**src/rtl/udp_cmd_ctrl.sv**
```systemverilog
// UDP command decoder: parses opcode/divisor packets, drives the image-transfer
// FSM and frame decimation, and queues an acknowledge (or NAK) per packet.
module udp_cmd_ctrl #(
  parameter logic [7:0] CMD_START = 8'h31,
  parameter logic [7:0] CMD_STOP  = 8'h30,
  parameter logic [7:0] CMD_SNAP  = 8'h53,
  parameter logic [7:0] CMD_RATE  = 8'h52,
  parameter logic [7:0] ERR_CODE  = 8'hEE
) (
  input  logic        clk,
  input  logic        rst_n,
  input  logic        udp_rec_en,
  input  logic [7:0]  udp_rec_data,
  input  logic        udp_rec_pkt_done,
  input  logic [15:0] udp_rec_byte_num,
  input  logic        frame_done,
  input  logic        ack_ack,
  output logic        transfer_flag,
  output logic        frame_req,
  output logic        ack_req,
  output logic [7:0]  ack_code,
  output logic        cmd_err
);

  typedef enum logic [1:0] {ST_IDLE, ST_STREAM, ST_SNAP} state_t;

  state_t      state_q;
  logic [1:0]  byte_cnt_q;
  logic [7:0]  op_q, div_hi_q, div_lo_q;
  logic [15:0] div_q, skip_cnt_q;
  logic        transfer_flag_q, frame_req_q, ack_req_q, cmd_err_q;
  logic [7:0]  ack_code_q;

  // Fold in a byte that lands together with pkt_done so it is validated too.
  logic [7:0]  cur_op, cur_hi, cur_lo;
  logic [15:0] cur_div;
  logic        is_start, is_stop, is_snap, is_rate, pkt_valid;

  assign cur_op  = (udp_rec_en && byte_cnt_q == 2'd0) ? udp_rec_data : op_q;
  assign cur_hi  = (udp_rec_en && byte_cnt_q == 2'd1) ? udp_rec_data : div_hi_q;
  assign cur_lo  = (udp_rec_en && byte_cnt_q == 2'd2) ? udp_rec_data : div_lo_q;
  assign cur_div = {cur_hi, cur_lo};

  assign is_start  = (cur_op == CMD_START) && (udp_rec_byte_num == 16'd1);
  assign is_stop   = (cur_op == CMD_STOP)  && (udp_rec_byte_num == 16'd1);
  assign is_snap   = (cur_op == CMD_SNAP)  && (udp_rec_byte_num == 16'd1);
  assign is_rate   = (cur_op == CMD_RATE)  && (udp_rec_byte_num == 16'd3) && (cur_div != 16'd0);
  assign pkt_valid = is_start || is_stop || is_snap || is_rate;

  always_ff @(posedge clk or negedge rst_n) begin
    if (!rst_n) begin
      state_q         <= ST_IDLE;
      byte_cnt_q      <= 2'd0;
      op_q            <= 8'd0;
      div_hi_q        <= 8'd0;
      div_lo_q        <= 8'd0;
      div_q           <= 16'd1;
      skip_cnt_q      <= 16'd0;
      transfer_flag_q <= 1'b0;
      frame_req_q     <= 1'b0;
      ack_req_q       <= 1'b0;
      ack_code_q      <= 8'd0;
      cmd_err_q       <= 1'b0;
    end else begin
      frame_req_q <= 1'b0;
      cmd_err_q   <= 1'b0;

      // Packet byte capture; buffers are wiped at packet end so stale bytes
      // from a longer earlier packet can never validate a short one.
      if (udp_rec_pkt_done) begin
        byte_cnt_q <= 2'd0;
        op_q       <= 8'd0;
        div_hi_q   <= 8'd0;
        div_lo_q   <= 8'd0;
      end else if (udp_rec_en) begin
        case (byte_cnt_q)
          2'd0:    op_q     <= udp_rec_data;
          2'd1:    div_hi_q <= udp_rec_data;
          2'd2:    div_lo_q <= udp_rec_data;
          default: ;
        endcase
        if (byte_cnt_q != 2'd3)
          byte_cnt_q <= byte_cnt_q + 2'd1;
      end

      if (udp_rec_pkt_done) begin
        ack_req_q  <= 1'b1;
        ack_code_q <= pkt_valid ? cur_op : ERR_CODE;
        cmd_err_q  <= !pkt_valid;
      end else if (ack_ack) begin
        ack_req_q  <= 1'b0;
      end

      // A valid command consumes any coincident frame_done.
      if (udp_rec_pkt_done && pkt_valid) begin
        if (is_start) begin
          state_q         <= ST_STREAM;
          transfer_flag_q <= 1'b1;
          skip_cnt_q      <= 16'd0;
        end else if (is_stop) begin
          state_q         <= ST_IDLE;
          transfer_flag_q <= 1'b0;
        end else if (is_snap) begin
          if (state_q == ST_IDLE) begin
            state_q         <= ST_SNAP;
            transfer_flag_q <= 1'b1;
          end
        end else begin
          div_q      <= cur_div;
          skip_cnt_q <= 16'd0;
        end
      end else if (frame_done) begin
        case (state_q)
          ST_STREAM: begin
            if (skip_cnt_q == div_q - 16'd1) begin
              frame_req_q <= 1'b1;
              skip_cnt_q  <= 16'd0;
            end else begin
              skip_cnt_q  <= skip_cnt_q + 16'd1;
            end
          end
          ST_SNAP: begin
            frame_req_q     <= 1'b1;
            state_q         <= ST_IDLE;
            transfer_flag_q <= 1'b0;
          end
          default: ;
        endcase
      end
    end
  end

  assign transfer_flag = transfer_flag_q;
  assign frame_req     = frame_req_q;
  assign ack_req       = ack_req_q;
  assign ack_code      = ack_code_q;
  assign cmd_err       = cmd_err_q;

endmodule

```
**config.mk**
```make
export PLATFORM = sky130hd
export DESIGN_NAME = udp_cmd_ctrl
export DESIGN_NICKNAME = d
export VERILOG_FILES = /design/src/rtl/udp_cmd_ctrl.sv
export SDC_FILE = /design/constraint.sdc
export NUM_CORES = 1
export LEC_CHECK = 0
export ABC_AREA = 0
export CAP_MARGIN = 20
export CORE_MARGIN = 4
export CORE_UTILIZATION = 47
export CTS_BUF_LIST = sky130_fd_sc_hd__clkbuf_8
export CTS_CLUSTER_DIAMETER = 50
export DETAILED_ROUTE_END_ITERATION = 8
export GPL_TIMING_DRIVEN = 0
export PLACE_DENSITY = 0.72
export SLEW_MARGIN = 20
export SYNTH_ARGS = -nofsm -noshare
export SYNTH_HDL_FRONTEND = slang
export SYNTH_SLANG_ARGS = --single-unit
```
**constraint.sdc**
```tcl
create_clock -name clk -period 7.2 [get_ports clk]
set_input_delay 2.16 -clock clk [delete_from_list [all_inputs] [get_ports clk]]
set_output_delay 2.16 -clock clk [all_outputs]
set_load 0.005 [all_outputs]
```
==> flow_metrics.env <==
export IMPL_setup_tns_ns=0
export IMPL_nFillCells=828
export IMPL_routabilityCongestion=0.868
export IMPL_core_region_area_mm2=0.00885
export IMPL_synth_xor_area_share_pct=3.83
export IMPL_synth_simple_area_share_pct=25.2
export IMPL_syn_area_mm2=0.00435
export IMPL_cp_end_kind="flip-flop"
export IMPL_min_period_ns=4.93
export IMPL_ir_worst_vdd_mv=0.101
export IMPL_drtIter0Drc=149
export IMPL_post_place_cells=618
export IMPL_clk_latency_ns=0.36
export IMPL_met1_usage_pct=25.7
export IMPL_power_leakage_nw=2.24
export IMPL_syn_mean_instance_area_um2=9.25
export IMPL_status="complete, no violations"
export IMPL_crit_arrival_ns=5.15
export IMPL_std_cell_rows=34
export IMPL_antenna_found_initial=0
export IMPL_num_antenna_cells=0
export IMPL_worstMarginPinSlew_ns=0.639
export IMPL_grt_pass1_vias=3681
export IMPL_drive_above_1_share_pct=9.13
export IMPL_grt_ovfl_total=0
export IMPL_cts_hold_repair_buffers=0
export IMPL_min_delay_start="ack_code[4]"
export IMPL_finalNonFillerCells=634
export IMPL_hp_class="flip-flop to flip-flop"
export IMPL_gr_usage_met2_pct=33.9
export IMPL_muxShareOfSynthArea_pct=4.61
export IMPL_maxSlewViolCount=0
export IMPL_post_drt_wl_per_cell_um=16.5
export IMPL_num_vias=3760
export IMPL_clockBufferDepth=2
export IMPL_io_buffers=39
export IMPL_post_cts_setup_buffers=0
export IMPL_path_class="input port to flip-flop"
export IMPL_async_reset_ff_share_pct=100
export IMPL_synth_edf_count=0
export IMPL_synth_top_family_by_area="simple AND/OR/NAND/NOR gates"
export IMPL_syn_nets=509
export IMPL_cp_startpoint="udp_rec_en"
export IMPL_met3_usage_pct=4.53
export IMPL_ant_nets=0
export IMPL_grt_setup_unrepaired="false"
export IMPL_synth_seq_cells=72
export IMPL_via_per_inst=5.93
export IMPL_ctsResizeCount=0
export IMPL_grt_first_pass_wirelength_um=17800
export IMPL_p_per_area_mw_per_mm2=173
export IMPL_cts_tree="yes"
export IMPL_hold_violations=0
export IMPL_grtUsageTotal_pct=19.7
export IMPL_synth_ff_type="dfrtp_1"
export IMPL_fin_crit_sh_pct=68.5
export IMPL_top_usage_layer="met2"
export IMPL_fp_dieW_um=104
export IMPL_io_pin_count=42
export IMPL_drtPass1Iterations=5
export IMPL_die_y_um=104
export IMPL_start_kind="input port"
export IMPL_post_route_util_pct=57.9
export IMPL_synth_distinct_cells=76
export IMPL_cts_root_buf="clkbuf_8"
export IMPL_path_clk_slew_ns=0.09
export IMPL_syn_inst=470
export IMPL_cts_sinks=72
export IMPL_required_ns=7.42
export IMPL_setup_violations=0
export IMPL_mostFrequentLayoutCells="dfrtp_1, nand2_1, nor2_1, clkdlybuf4s50_1, o21ai_0"
export IMPL_grt_max_degree=58
export IMPL_finalClockSkew_ns=0.0129
export IMPL_path_max_fanout=10
export IMPL_slew_headroom_pct=57.0
export IMPL_max_freq_mhz=203
export IMPL_drv_cap=0
export IMPL_drc_errors=0
export IMPL_dieArea_mm2=0.0108
export IMPL_start_util_pct=49.1
export IMPL_layout_area_overhead_vs_synth_pct=17.9
export IMPL_nets=560
export IMPL_ys_seq_area_share_pct=41.5
export IMPL_dpl_hpwl_um=7970
export IMPL_htreeDepth=3
export IMPL_mostFrequentLayoutCell="dfrtp_1"
export IMPL_ys_warn_count=0
export IMPL_synth_compound_gate_area_share_pct=17.6
export IMPL_cts_made_buffers=9
export IMPL_reg2reg_from="byte_cnt_q[0]"
export IMPL_synth_fa_ha_area_share_pct=2.59
export IMPL_routed_wl_um=10400
[worst paths after layout]
path	to	slack, ns	depth (start not counted)
hold / removal	ack_code[4]	0.49	1
min in group asynchronous	div_q[3]	1.67	1
setup / recovery	div_q[9]	2.27	10
hold reg to reg	ack_code[4]	0.49	1
setup reg to reg	div_q[9]	3.84	11
max in group asynchronous	div_q[0]	4.96	2
[layout make-up]
type | count | area, um^2 | area share (%)
tap | 108 | 135 | 2.64
clock buffer | 9 | 124 | 2.42
multi-input combinational | 351 | 2340 | 45.7
inverter | 17 | 63.8 | 1.25
timing repair buffer | 40 | 415 | 8.11
buffer | 30 | 139 | 2.71
sequential | 72 | 1800 | 35.2
clock inverter | 7 | 101 | 1.98
[stage by stage]
step           hold WS (ns)  total power, mW  area (um^2)  worst slack, ns
6_report              0.493            0.885         5120             2.27
5_1_grt               0.504            0.924         5120             1.95
4_1_cts               0.497            0.894         5120             2.29
3_3_place_gp          0.467            0.523         4870             1.40
2_1_floorplan         0.470            0.480         4350             2.92
3_5_place_dp          0.476            0.526         4900             1.92
[cells by family after synthesis]
family	Yosys count
compound gates	107
xor+xnor	19
mux	20
flops	72
buf+inv	47
simple gates	196
fa+ha+maj	9
[state kept, by name, indices dropped and copies added (netlist names), 2 cells and up]
signal	flops
div_q	16
skip_cnt_q	16
ack_code	8
div_hi_q	8
div_lo_q	8
op_q	8
byte_cnt_q	2
state_q	2
[power breakdown]
group	internal (mW)	switching, mW
combinational	0.0440	0.0551
clock	0.199	0.169
sequential	0.413	0.00595
[worst max-delay path: stages]
cell,delay (ns)
clkdlybuf4s50_1,0.62
buf_6,0.19
nand2_4,0.12
mux2i_1,0.16
a2111o_1,0.42
o311ai_1,0.51
or2_2,0.20
clkbuf_1,0.28
clkbuf_1,0.34
o21ai_0,0.15
[cell usage after synthesis, types with 5 or more instances]
cell type / count / area share [%]
nor4_1: 8 / 1.2
and3_1: 6 / 0.86
nand3_1: 14 / 1.6
xnor2_1: 17 / 3.4
buf_2: 12 / 1.4
nand4b_1: 7 / 1.4
ha_1: 9 / 2.6
clkbuf_1: 14 / 1.2
nor2_1: 44 / 3.8
and2_1: 6 / 0.86
nor2b_1: 8 / 1.2
a21boi_0: 5 / 0.86
a32oi_1: 12 / 2.4
inv_1: 17 / 1.5
dfrtp_1: 71 / 41
nand2b_1: 6 / 0.86
mux2i_1: 20 / 4.6
a21oi_1: 14 / 1.6
nand2_1: 52 / 4.5
nor3_1: 9 / 1.0
o21ai_0: 30 / 3.5
[per-layer routing]
layer,part of all wire [%],vias to the layer above
met5,0,-
met4,0.80,0
met3,5.4,8
met2,49,108
met1,45,1831
li1,-,1813
Power figures use the tool's default switching activity.
